--- src/rtl/alu_pkg.sv ---
// Shared opcodes, FSM states and E-control encodings for the multi-cycle ALU.
package alu_pkg;

  localparam logic [3:0] OP_ADD = 4'h0;
  localparam logic [3:0] OP_AND = 4'h1;
  localparam logic [3:0] OP_LDA = 4'h2;
  localparam logic [3:0] OP_CMA = 4'h3;
  localparam logic [3:0] OP_CIR = 4'h4;
  localparam logic [3:0] OP_CIL = 4'h5;
  localparam logic [3:0] OP_SUB = 4'h6;
  localparam logic [3:0] OP_NOP = 4'h7;
  localparam logic [3:0] OP_MUL = 4'h8;
  localparam logic [3:0] OP_DIV = 4'h9;

  typedef enum logic [1:0] {IDLE, ITER, DONE} state_e;

  localparam logic [1:0] E_SET = 2'b10;
  localparam logic [1:0] E_CLR = 2'b01;
  localparam logic [1:0] E_NOP = 2'b11;

  // Divide by zero bypasses the iterative datapath.
  function automatic logic needs_iter(input logic [3:0] op, input logic div_by_zero);
    return (op == OP_MUL) || ((op == OP_DIV) && !div_by_zero);
  endfunction

endpackage

--- src/rtl/alu_muldiv.sv ---
// Iterative unsigned shift-add multiplier / restoring divider, one bit per step.
module alu_muldiv
  import alu_pkg::*;
#(
  parameter int unsigned WIDTH = 16
) (
  input  logic             clk,
  input  logic             rst_n,
  input  logic             load,
  input  logic             step,
  input  logic             is_div,
  input  logic [WIDTH-1:0] a,
  input  logic [WIDTH-1:0] b,
  output logic [WIDTH-1:0] lo,
  output logic [WIDTH-1:0] hi,
  output logic             last
);

  localparam int unsigned CW = $clog2(WIDTH + 1);

  logic [CW-1:0]    cnt;
  logic [WIDTH-1:0] opb;
  logic             div_q;
  logic [WIDTH:0]   mul_sum;
  logic [WIDTH:0]   shifted;
  logic [WIDTH-1:0] diff;
  logic             ge;

  // Multiply keeps {hi,lo} as the running product; divide keeps remainder in hi, quotient in lo.
  assign mul_sum = {1'b0, hi} + {1'b0, (lo[0] ? opb : '0)};
  assign shifted = {hi, lo[WIDTH-1]};
  assign ge      = (shifted >= {1'b0, opb});
  assign diff    = shifted[WIDTH-1:0] - opb;
  assign last    = (cnt == CW'(1));

  always_ff @(posedge clk or negedge rst_n) begin
    if (!rst_n) begin
      cnt   <= '0;
      opb   <= '0;
      div_q <= 1'b0;
      hi    <= '0;
      lo    <= '0;
    end else if (load) begin
      cnt   <= CW'(WIDTH);
      opb   <= b;
      div_q <= is_div;
      hi    <= '0;
      lo    <= a;
    end else if (step && (cnt != '0)) begin
      cnt <= cnt - CW'(1);
      if (div_q) begin
        hi <= ge ? diff : shifted[WIDTH-1:0];
        lo <= {lo[WIDTH-2:0], ge};
      end else begin
        hi <= mul_sum[WIDTH:1];
        lo <= {mul_sum[0], lo[WIDTH-1:1]};
      end
    end
  end

endmodule

--- src/rtl/alu_mc.sv ---
// Multi-cycle accumulator ALU: single-cycle AC ops plus iterative MUL/DIV behind a start/busy/done handshake.
module alu_mc
  import alu_pkg::*;
#(
  parameter int unsigned WIDTH = 16
) (
  input  logic             clk,
  input  logic             rst_n,
  input  logic             start,
  input  logic [3:0]       opsel,
  input  logic [WIDTH-1:0] ac,
  input  logic [WIDTH-1:0] dr,
  input  logic             e_in,
  output logic             busy,
  output logic             done,
  output logic [WIDTH-1:0] result,
  output logic [WIDTH-1:0] result_hi,
  output logic             co,
  output logic             ovf,
  output logic             n,
  output logic             z,
  output logic [1:0]       cntrl_e
);

  state_e           state, state_nxt;
  logic             accept, md_load, md_step, md_last;
  logic [WIDTH-1:0] md_lo, md_hi;
  logic [3:0]       op_q;
  logic [WIDTH-1:0] a_q, d_q;
  logic             e_q;
  logic             is_sub;
  logic [WIDTH-1:0] b_op;
  logic [WIDTH:0]   sum;
  logic [WIDTH-1:0] res_c, hi_c;
  logic             co_c, ovf_c;
  logic [1:0]       ce_c;

  // The first ITER cycle still shows busy=0, so ITER itself also blocks acceptance.
  assign accept = start && !busy && (state != ITER);

  always_ff @(posedge clk or negedge rst_n) begin
    if (!rst_n) state <= IDLE;
    else        state <= state_nxt;
  end

  always_comb begin
    state_nxt = state;
    md_load   = 1'b0;
    md_step   = 1'b0;
    case (state)
      IDLE, DONE: begin
        state_nxt = IDLE;
        if (accept) begin
          if (needs_iter(opsel, dr == '0)) begin
            state_nxt = ITER;
            md_load   = 1'b1;
          end else begin
            state_nxt = DONE;
          end
        end
      end
      ITER: begin
        md_step = 1'b1;
        if (md_last) state_nxt = DONE;
      end
      default: state_nxt = IDLE;
    endcase
  end

  always_ff @(posedge clk or negedge rst_n) begin
    if (!rst_n) begin
      op_q <= OP_NOP;
      a_q  <= '0;
      d_q  <= '0;
      e_q  <= 1'b0;
    end else if (accept) begin
      op_q <= opsel;
      a_q  <= ac;
      d_q  <= dr;
      e_q  <= e_in;
    end
  end

  alu_muldiv #(.WIDTH(WIDTH)) u_muldiv (
    .clk    (clk),
    .rst_n  (rst_n),
    .load   (md_load),
    .step   (md_step),
    .is_div (opsel == OP_DIV),
    .a      (ac),
    .b      (dr),
    .lo     (md_lo),
    .hi     (md_hi),
    .last   (md_last)
  );

  // Subtract reuses the adder as a + ~d + 1.
  assign is_sub = (op_q == OP_SUB);
  assign b_op   = is_sub ? ~d_q : d_q;
  assign sum    = {1'b0, a_q} + {1'b0, b_op} + (WIDTH + 1)'(is_sub);

  always_comb begin
    res_c = a_q;
    hi_c  = '0;
    co_c  = 1'b0;
    ovf_c = 1'b0;
    ce_c  = E_NOP;
    case (op_q)
      OP_ADD, OP_SUB: begin
        res_c = sum[WIDTH-1:0];
        co_c  = sum[WIDTH];
        ovf_c = (a_q[WIDTH-1] == b_op[WIDTH-1]) && (sum[WIDTH-1] != a_q[WIDTH-1]);
        ce_c  = co_c ? E_SET : E_CLR;
      end
      OP_AND: res_c = a_q & d_q;
      OP_LDA: res_c = d_q;
      OP_CMA: res_c = ~a_q;
      OP_CIR: begin
        res_c = {e_q, a_q[WIDTH-1:1]};
        co_c  = a_q[0];
        ce_c  = co_c ? E_SET : E_CLR;
      end
      OP_CIL: begin
        res_c = {a_q[WIDTH-2:0], e_q};
        co_c  = a_q[WIDTH-1];
        ce_c  = co_c ? E_SET : E_CLR;
      end
      OP_MUL: begin
        res_c = md_lo;
        hi_c  = md_hi;
        co_c  = (md_hi != '0);
        ovf_c = co_c;
      end
      OP_DIV: begin
        if (d_q == '0) begin
          res_c = '1;
          hi_c  = a_q;
          ovf_c = 1'b1;
        end else begin
          res_c = md_lo;
          hi_c  = md_hi;
        end
      end
      default: ;
    endcase
  end

  // Results are captured only on the edge leaving DONE; they hold otherwise.
  always_ff @(posedge clk or negedge rst_n) begin
    if (!rst_n) begin
      busy      <= 1'b0;
      done      <= 1'b0;
      result    <= '0;
      result_hi <= '0;
      co        <= 1'b0;
      ovf       <= 1'b0;
      n         <= 1'b0;
      z         <= 1'b0;
      cntrl_e   <= E_NOP;
    end else begin
      busy <= (state == ITER);
      done <= (state == DONE);
      if (state == DONE) begin
        result    <= res_c;
        result_hi <= hi_c;
        co        <= co_c;
        ovf       <= ovf_c;
        n         <= res_c[WIDTH-1];
        z         <= (res_c == '0);
        cntrl_e   <= ce_c;
      end
    end
  end

endmodule
--- config.mk ---
export PLATFORM = sky130hd
export DESIGN_NAME = alu_mc
export DESIGN_NICKNAME = d
export VERILOG_FILES = /design/src/rtl/alu_pkg.sv /design/src/rtl/alu_muldiv.sv /design/src/rtl/alu_mc.sv
export SDC_FILE = /design/constraint.sdc
export NUM_CORES = 1
export LEC_CHECK = 0
export BUFFER_PORTS_ARGS = -buffer_cell sky130_fd_sc_hd__clkbuf_2
export CAP_MARGIN = 20
export CELL_PAD_IN_SITES_DETAIL_PLACEMENT = 1
export CELL_PAD_IN_SITES_GLOBAL_PLACEMENT = 1
export CORE_AREA = 2 2 142 144
export DETAILED_ROUTE_END_ITERATION = 7
export DIE_AREA = 0 0 144 146
export MAX_ROUTING_LAYER = met4
export PLACE_DENSITY_LB_ADDON = 0.1
export SYNTH_ARGS = -nofsm -noshare
export SYNTH_HDL_FRONTEND = slang
export SYNTH_SLANG_ARGS = --single-unit
--- constraint.sdc ---
create_clock -name clk -period 4.9 [get_ports clk]
set_input_delay 0.49 -clock clk [delete_from_list [all_inputs] [get_ports clk]]
set_output_delay 0.49 -clock clk [all_outputs]
set_load 0.02 [all_outputs]
==> impl_metrics.py, run 1 <==
metrics = {
    "run_status": {
        "outcome": "finished clean",
    },
    "clocking": {
        "ctsRootBufferMaster": "clkbuf_16",
        "cts_tree": "yes",
        "cts_buffer_depth": 2,
        "clock_latency_ns": 0.43,
        "hold_buffers": 0,
        "h-tree-depth": 4,
        "numCtsBuffers": 17,
        "path_clk_slew_ns": 0.06,
        "post_cts_buffers": 0,
        "clock-sinks": 132,
        "ctsResizeCount": 0,
    },
    "grt": {
        "overflow": 0,
        "antenna_found_initial": 0,
        "grt_use_total_pct": 31.5,
        "grt_max_degree": 96,
        "grt_pass1_vias": 8415,
        "grt_pass1_wl_um": 49600,
    },
    "sta": {
        "setup_tns_ns": 0,
        "drv_slew": 0,
        "worst_pin_slew_ns": 0.953,
        "slew_headroom_pct": 36.4,
        "clock_skew_ns": 0.00852,
        "period_needed_ns": 4.25,
        "max_freq_ghz": 0.235,
        "timing.final.ws_setup_ns": 0.647,
        "rsz0062_at_grt": "false",
        "post-route-period-util_pct": 86.8,
        "final_hold_viol_count": 0,
        "setup_viol": 0,
    },
    "power_and_ir_drop": {
        "p_per_area_nw_per_um2": 632,
        "leakagePower_nw": 4.71,
        "ir_drop_mv": 0.259,
    },
    "placement": {
        "gp_congestion": 0.950,
        "dp_slack_ns": 0.771,
        "port_buffers": 79,
        "post_dp_cell_area_um2": 9760,
        "dp_hpwl_um": 23400,
        "dp_cells": 1328,
    },
    "yosys": {
        "yosysTopAreaCell": "dfrtp_1",
        "synth.avg_cell_area_um2": 8.87,
        "async_flop_share_pct": 100,
        "syn_inst": 1022,
        "syn_nets": 1117,
        "synth_edf_count": 0,
        "ys_top_cells_by_area": "dfrtp_1, ha_1, nor2_1",
        "yosysSeqAreaShare_pct": 36.5,
        "ys_ff_latch": 132,
        "synthTopCellsByCount": "dfrtp_1, nor2_1, nand2_1",
        "netlist_area_um2": 9070,
        "ys_types": 69,
        "yosysTopAreaCellShare_pct": 35.0,
        "synth_most_common_cell": "dfrtp_1",
        "yosysWarnings": 0,
        "synth-main-ff-cell": "dfrtp_1",
    },
    "critical_path": {
        "cp_top_family": "compound AO/OA/AOI/OAI gates",
        "cp.required_ns": 5.20,
        "cp_max_fo": 20,
        "regToRegSetupSlack_ns": 0.65,
        "path_cells": "nor4bb_4 -> buf_4 -> xor2_1 -> ha_1 -> nor2b_1 -> o31ai_1 -> a211oi_1 -> o21ai_1 -> a211oi_1 -> a21o_1 -> a21o_1 -> a211o_1 -> nand2_1 -> a21oi_1",
        "cpPeakStageDelay_ns": 0.74,
        "critPathBufInv": 1,
        "reg2reg_from": "op_q[2]$_DFFE_PN1P_",
        "cp-end-kind": "register",
        "timing.rr.end": "co$_DFFE_PN0P_",
        "crit_arrival_ns": 4.55,
        "crit_path_start_kind": "register",
        "crit_slowest_cell": "dfstp_2",
        "reg2regPathDepth": 14,
        "critPathKind": "reg2reg",
        "cp-startpoint": "op_q[2]$_DFFE_PN1P_",
    },
    "routing": {
        "first_iter_violations": 681,
        "drc": 0,
        "wl_um": 31500,
        "maxUsedRoutingLayer": "met4",
        "drt-met1-wl_um": 15300,
        "met2_wirelength_um": 14000,
        "dr_wl_met3_um": 1730,
        "dr.pass1.iters": 5,
        "antenna_left": 0,
        "viasPerCell": 6.13,
        "wl_per_cell_um": 23.1,
        "vias": 8352,
    },
    "final_layout": {
        "antennaDiodeCount": 0,
        "nets": 1179,
        "layout-drive-gt1-share_pct": 16.4,
        "area_delta_synth_final_pct": 14.7,
        "multiInputGateArea_um2": 5450,
        "regArea_um2": 3310,
        "final_core_util_pct": 53.8,
        "final_cell_area_um2": 10400,
        "stdcell_count": 1362,
        "fillers": 2304,
    },
    "die": {
        "rows": 51,
        "dieWidth_um": 144,
        "coreArea_um2": 19300,
        "initial_core_util_pct": 46.9,
        "die_y_um": 146,
        "dieArea_um2": 21000,
        "ios": 80,
    },
    "hold_path": {
        "hold_class": "in2async",
    },
    "flow_run": {
        "drv_cap": 0,
    },
}
-- logic make-up (layout without fill, tap and decap cells) --
| kind of cell | after synthesis | count (layout) | synth area share [%] |
|---|---|---|---|
| mux | 66 | 66 | 7.73 |
| fa+ha+maj | 55 | 55 | 7.84 |
| simple gates | 341 | 341 | 17.5 |
| compound gates | 284 | 284 | 21.6 |
| flops | 132 | 132 | 36.5 |
| xor+xnor | 51 | 51 | 4.93 |
| buf+inv | 93 | 168 | 3.97 |
-- metal layers --
metal	vias up	track usage (%)
met5	-	-
met4	0	7.55
met3	38	3.75
met2	259	45.9
met1	4184	46.9
li1	3871	-
-- final cells by class --
class,instances,share of cell area [%]
clock buffer,17,4.09
sequential,132,31.8
inverter,37,1.34
multi-input combinational,797,52.4
timing repair buffer,99,5.69
clock inverter,15,1.49
tap,265,3.19
-- power breakdown --
| part | total (mW) | internal [mW] | leakage, nW | switching [mW] |
|---|---|---|---|---|
| clock network | 1.28 | 0.751 | 0.280 | 0.533 |
| logic | 3.27 | 1.37 | 2.82 | 1.90 |
| registers | 2.01 | 1.46 | 1.61 | 0.549 |
| total | 6.57 | 3.58 | 4.71 | 2.99 |
-- cells in the final DEF (no fill, tap or decap), types with 22 or more instances in the layout --
master	instances
mux2i_1	34
a221oi_1	22
xnor2_1	27
nor2_1	112
a21oi_1	49
o21ai_0	71
dfrtp_1	127
xor2_1	24
mux2_2	32
clkbuf_2	78
inv_1	37
nand2_1	97
ha_1	52
-- flip-flops by register name, indices dropped and copies added (netlist names), 5 cells and up --
signal,count
u_muldiv.opb,16
d_q,16
u_muldiv.lo,16
u_muldiv.cnt,5
a_q,16
result,16
u_muldiv.hi,16
result_hi,16
-- stage by stage --
| stage | power (mW) | hold slack [ns] |
|---|---|---|
| after floorplan | 4.16 | 0.194 |
| after CTS | 6.53 | 0.198 |
| after detailed placement | 5.21 | 0.470 |
| final | 6.57 | 0.113 |
| after global routing | 7.02 | 0.226 |
| after global placement | 5.13 | 0.464 |
-- worst max path at each step --
stage,endpoint,slack (ns),cells past startpoint
after floorplan,cntrl_e[1]$_DFFE_PN1P_,1.08,15
after global placement,cntrl_e[1]$_DFFE_PN1P_,0.90,13
after detailed placement,result[15]$_DFFE_PN0P_,0.77,14
after CTS,result[15]$_DFFE_PN0P_,0.73,14
after global routing,co$_DFFE_PN0P_,0.45,15
final,co$_DFFE_PN0P_,0.65,14
(Power assumes the default switching activity.)
==> inputs of run 2 (changes only) <==
--- a/config.mk
+++ b/config.mk
@@ -12,7 +12,6 @@
 export CORE_AREA = 2 2 142 144
 export DETAILED_ROUTE_END_ITERATION = 7
 export DIE_AREA = 0 0 144 146
-export MAX_ROUTING_LAYER = met4
 export PLACE_DENSITY_LB_ADDON = 0.1
 export SYNTH_ARGS = -nofsm -noshare
 export SYNTH_HDL_FRONTEND = slang
==> impl_metrics.py, run 2 (synthesis results as in run 1) <==
metrics = {
    "run_status": {
        "outcome": "finished clean",
    },
    "critical_path": {
        "path_cells": "nor4bb_4 -> buf_4 -> xor2_1 -> inv_1 -> fa_1 -> nor2b_1 -> o31ai_1 -> a211oi_1 -> o21ai_1 -> a211oi_1 -> nor4_1 -> o32ai_1 -> a32o_1",
        "crit_path_start_kind": "register",
        "cp.required_ns": 5.26,
        "timing.rr.end": "z$_DFFE_PN0P_",
        "crit_arrival_ns": 4.67,
        "cp-startpoint": "op_q[2]$_DFFE_PN1P_",
        "cp-end-kind": "register",
        "reg2reg_from": "op_q[2]$_DFFE_PN1P_",
        "cp_max_fo": 20,
        "cpPeakStageDelay_ns": 0.72,
        "cpMostUsedCell": "a211oi_1",
        "crit_cells": 13,
        "cp_top_family": "compound AO/OA/AOI/OAI gates",
        "regToRegSetupSlack_ns": 0.59,
        "crit_slowest_cell": "dfstp_2",
        "critPathKind": "reg2reg",
        "endpoint": "z$_DFFE_PN0P_",
        "reg2regPathDepth": 13,
        "critPathBufInv": 2,
    },
    "clocking": {
        "cts_buffer_depth": 2,
        "h-tree-depth": 4,
        "clock-sinks": 132,
        "ctsResizeCount": 0,
        "post_cts_buffers": 0,
        "numCtsBuffers": 17,
        "clock_latency_ns": 0.44,
        "path_clk_slew_ns": 0.07,
        "hold_buffers": 0,
        "cts_tree": "yes",
        "ctsRootBufferMaster": "clkbuf_16",
    },
    "final_layout": {
        "nets": 1177,
        "mostFrequentLayoutCells": "dfrtp_1, nor2_1, nand2_1",
        "area_delta_synth_final_pct": 14.5,
        "final_common_cell": "dfrtp_1",
        "layout-drive-gt1-share_pct": 15.9,
        "fillers": 2303,
        "stdcell_count": 1359,
        "antennaDiodeCount": 0,
    },
    "die": {
        "coreArea_um2": 19300,
        "initial_core_util_pct": 46.9,
        "dieArea_um2": 21000,
        "dieWidth_um": 144,
        "rows": 51,
        "ios": 80,
        "die_y_um": 146,
    },
    "flow_run": {
        "drv_cap": 0,
    },
    "sta": {
        "post-route-period-util_pct": 88.0,
        "slew_headroom_pct": 31.3,
        "max_freq_ghz": 0.232,
        "drv_slew": 0,
        "setup_tns_ns": 0,
        "period_needed_ns": 4.31,
        "hold_slack_ns": 0.111,
        "final_hold_viol_count": 0,
        "setup_viol": 0,
        "rsz0062_at_grt": "false",
        "clock_skew_ns": 0.0173,
        "worst_pin_slew_ns": 1.03,
    },
    "grt": {
        "grt_use_total_pct": 30.7,
        "antenna_found_initial": 0,
        "grt_pass1_vias": 8536,
        "grt_pass1_wl_um": 49500,
        "grt_max_degree": 95,
        "overflow": 0,
    },
    "routing": {
        "viasPerCell": 6.21,
        "vias": 8437,
        "wl_um": 31300,
        "drc": 0,
        "antenna_left": 0,
        "wl_per_cell_um": 23.1,
        "first_iter_violations": 549,
        "dr.pass1.iters": 8,
    },
    "hold_path": {
        "hold_class": "in2async",
    },
    "power_and_ir_drop": {
        "leakagePower_nw": 4.70,
        "p_per_area_nw_per_um2": 632,
        "ir_drop_mv": 0.264,
        "p_total_mw": 6.56,
    },
    "placement": {
        "port_buffers": 79,
        "gp_congestion": 1.02,
        "dp_cells": 1326,
        "dp_hpwl_um": 22800,
    },
}
## run 2: changes by cell type in the layout (fill, tap and decap cells not counted)
cell / before / now
buf_4: 18 / 16
bufinv_16: 2 / 3
clkbuf_1: 0 / 3
clkbuf_8: 0 / 1
clkinv_4: 3 / 0
inv_6: 3 / 0
## run 2: how the worst min path moves through the flow
stage | end | slack (ns) | cells after the start | from
detailed placement | result[13]$_DFFE_PN0P_ | 0.47 | 2 | result[13]$_DFFE_PN0P_
global placement | result[13]$_DFFE_PN0P_ | 0.46 | 2 | result[13]$_DFFE_PN0P_
floorplan | a_q[0]$_DFFE_PN0P_ | 0.19 | 0 | rst_n
global route | u_muldiv.hi[10]$_DFFE_PN0P_ | 0.22 | 1 | rst_n
finish | u_muldiv.opb[9]$_DFFE_PN0P_ | 0.11 | 1 | rst_n
CTS | u_muldiv.opb[7]$_DFFE_PN0P_ | 0.20 | 1 | rst_n
## run 2: area by class of cell
cell class / instances / area [um2] / area share, %
Multi-Input combinational cell: 797 / 5450 / 52.4
Tap cell: 265 / 332 / 3.19
Timing Repair Buffer: 97 / 577 / 5.55
Clock buffer: 21 / 450 / 4.34
Inverter: 37 / 139 / 1.34
Clock inverter: 10 / 133 / 1.28
Sequential cell: 132 / 3310 / 31.9
## run 2: metrics by stage
stage | setup slack, ns | utilization (%) | cell area, um2
after detailed placement | 0.769 | 50.5 | 9770
after global routing | 0.213 | 53.7 | 10400
after CTS | 0.651 | 53.5 | 10300
after global placement | 0.919 | 50.4 | 9740
final | 0.589 | 53.7 | 10400
after floorplan | 1.08 | - | 9070
## run 2: where the power goes
part / switching, mW / internal (mW)
Clock: 0.507 / 0.807
Combinational: 1.87 / 1.36
Sequential: 0.562 / 1.46
Total: 2.94 / 3.63
## run 2: worst reg2reg max path, delay by kind of cell (launching register included)
family	cells	cell delay [ns]
adders and majority gates	1	0.45
DFF	1	0.72
AOI/OAI and AO/OA	6	1.77
buffers and inverters	2	0.42
and+or+nand+nor	3	0.62
xor gates and xnor gates	1	0.24
## run 2: layer usage
layer / share of wire [%] / global-route usage [%]
met5: 0 / 0
met4: 3.2 / 11.0
met3: 6.7 / 5.73
met2: 43 / 44.2
met1: 47 / 45.9
==> inputs of run 3 (changes only) <==
--- a/config.mk
+++ b/config.mk
@@ -12,7 +12,7 @@
 export CORE_AREA = 2 2 142 144
 export DETAILED_ROUTE_END_ITERATION = 7
 export DIE_AREA = 0 0 144 146
-export PLACE_DENSITY_LB_ADDON = 0.1
+export PLACE_DENSITY = 0.92
 export SYNTH_ARGS = -nofsm -noshare
 export SYNTH_HDL_FRONTEND = slang
 export SYNTH_SLANG_ARGS = --single-unit
==> impl_metrics.py, run 3 (synthesis results as in run 1) <==
metrics = {
    "run_status": {
        "outcome": "finished clean",
    },
    "sta": {
        "rsz0062_at_grt": "false",
        "hold_slack_ns": 0.108,
        "post-route-period-util_pct": 86.2,
        "final_hold_viol_count": 0,
        "setup_viol": 0,
        "slew_headroom_pct": 24.2,
        "worst_pin_slew_ns": 1.11,
        "setup_tns_ns": 0,
        "max_freq_ghz": 0.237,
        "period_needed_ns": 4.23,
        "drv_slew": 0,
        "timing.final.ws_setup_ns": 0.674,
        "clock_skew_ns": 0.0166,
    },
    "routing": {
        "drc": 0,
        "vias": 8848,
        "antenna_left": 0,
        "first_iter_violations": 905,
        "dr.pass1.iters": 6,
        "viasPerCell": 6.52,
        "wl_per_cell_um": 24.4,
        "wl_um": 33200,
    },
    "die": {
        "dieWidth_um": 144,
        "ios": 80,
        "die_y_um": 146,
        "coreArea_um2": 19300,
        "rows": 51,
        "initial_core_util_pct": 46.9,
        "dieArea_um2": 21000,
    },
    "final_layout": {
        "final_core_util_pct": 53.5,
        "layout-drive-gt1-share_pct": 16.0,
        "antennaDiodeCount": 0,
        "final_common_cell": "dfrtp_1",
        "mostFrequentLayoutCells": "dfrtp_1, nor2_1, nand2_1",
        "area_delta_synth_final_pct": 14.0,
        "nets": 1174,
        "fillers": 2263,
    },
    "grt": {
        "grt_max_degree": 85,
        "grt_pass1_wl_um": 51600,
        "grt_pass1_vias": 9133,
        "overflow": 0,
        "antenna_found_initial": 0,
        "grt_use_total_pct": 31.9,
    },
    "flow_run": {
        "drv_cap": 0,
    },
    "placement": {
        "dp_slack_ns": 0.792,
        "gp_congestion": 0.953,
        "port_buffers": 79,
        "dp_hpwl_um": 23600,
    },
    "critical_path": {
        "cp_max_fo": 20,
        "timing.rr.end": "z$_DFFE_PN0P_",
        "regToRegSetupSlack_ns": 0.67,
        "crit_arrival_ns": 4.60,
        "cp-end-kind": "register",
        "crit_path_start_kind": "register",
        "reg2reg_from": "op_q[2]$_DFFE_PN1P_",
        "reg2regPathDepth": 14,
        "cp.required_ns": 5.27,
        "critPathKind": "reg2reg",
    },
    "clocking": {
        "cts_tree": "yes",
        "post_cts_buffers": 0,
        "ctsResizeCount": 0,
        "hold_buffers": 0,
        "cts_buffer_depth": 2,
        "clock_latency_ns": 0.44,
        "ctsRootBufferMaster": "clkbuf_16",
        "numCtsBuffers": 17,
        "clock-sinks": 132,
        "h-tree-depth": 4,
        "path_clk_slew_ns": 0.06,
    },
    "power_and_ir_drop": {
        "p_per_area_nw_per_um2": 643,
        "leakagePower_nw": 4.68,
        "ir_drop_mv": 0.294,
    },
    "hold_path": {
        "hold_class": "in2async",
    },
}
-- run 3: changes by cell type in the layout (fill, tap and decap cells not counted), moves of 2 or more --
cell       previous run  this run
bufinv_16             3         1
clkinv_2              4         1
buf_16                2         0
clkbuf_1              3         0
inv_6                 0         6
clkinv_4              0         3
buf_4                16        13
-- run 3: cell type report --
class	instances	area [um2]	share of cell area, %
clock inverters	14	140	1.36
clock buffers	18	439	4.25
repair buffers	94	531	5.13
multi-input cells	797	5450	52.7
flip-flops and latches	132	3310	32.0
well taps	265	332	3.21
inverters	37	139	1.34
-- run 3: worst max-delay path by stage --
stage | startpoint | end | slack (ns)
6_report | op_q[2]$_DFFE_PN1P_ | z$_DFFE_PN0P_ | 0.67
5_1_grt | op_q[2]$_DFFE_PN1P_ | z$_DFFE_PN0P_ | 0.45
4_1_cts | op_q[2]$_DFFE_PN1P_ | cntrl_e[0]$_DFFE_PN1P_ | 0.77
3_5_place_dp | op_q[2]$_DFFE_PN1P_ | z$_DFFE_PN0P_ | 0.79
3_3_place_gp | op_q[2]$_DFFE_PN1P_ | cntrl_e[1]$_DFFE_PN1P_ | 0.98
2_1_floorplan | op_q[2]$_DFFE_PN1P_ | cntrl_e[1]$_DFFE_PN1P_ | 1.08
-- run 3: through the flow --
step,power (mW),cell area (um2),std cells
final,6.64,10300,1357
after global routing,7.02,10300,1357
after global placement,5.02,9720,1323
after floorplan,4.16,9070,1022
after detailed placement,5.20,9720,1323
after CTS,6.58,10300,1355
-- run 3: power by group --
group,switching (mW),internal [mW],total (mW)
logic,1.95,1.35,3.31
registers,0.582,1.46,2.04
clock network,0.564,0.725,1.29
-- run 3: routing by layer --
layer | wire, um | GRT usage, % | part of all wire (%) | up-vias
met4 | 1330 | 14.3 | 4.0 | 0
met2 | 15300 | 49.7 | 46 | 482
li1 | - | - | - | 3863
met1 | 13700 | 42.7 | 41 | 4395
met3 | 2860 | 6.71 | 8.6 | 108
met5 | 0 | 0 | 0 | -
-- run 3: worst max-delay path, stage by stage, from the launching register on --
cell and delay, ns:
dfstp_2 0.72, nor4bb_4 0.34, buf_4 0.31, xor2_1 0.23, ha_1 0.28, a31o_2 0.25, a22oi_2 0.21, a21oi_1 0.14
a211oi_1 0.34, nor2_1 0.14, xor2_1 0.17, a221oi_1 0.39, nand4_1 0.15, nor4_1 0.27, a32o_1 0.22
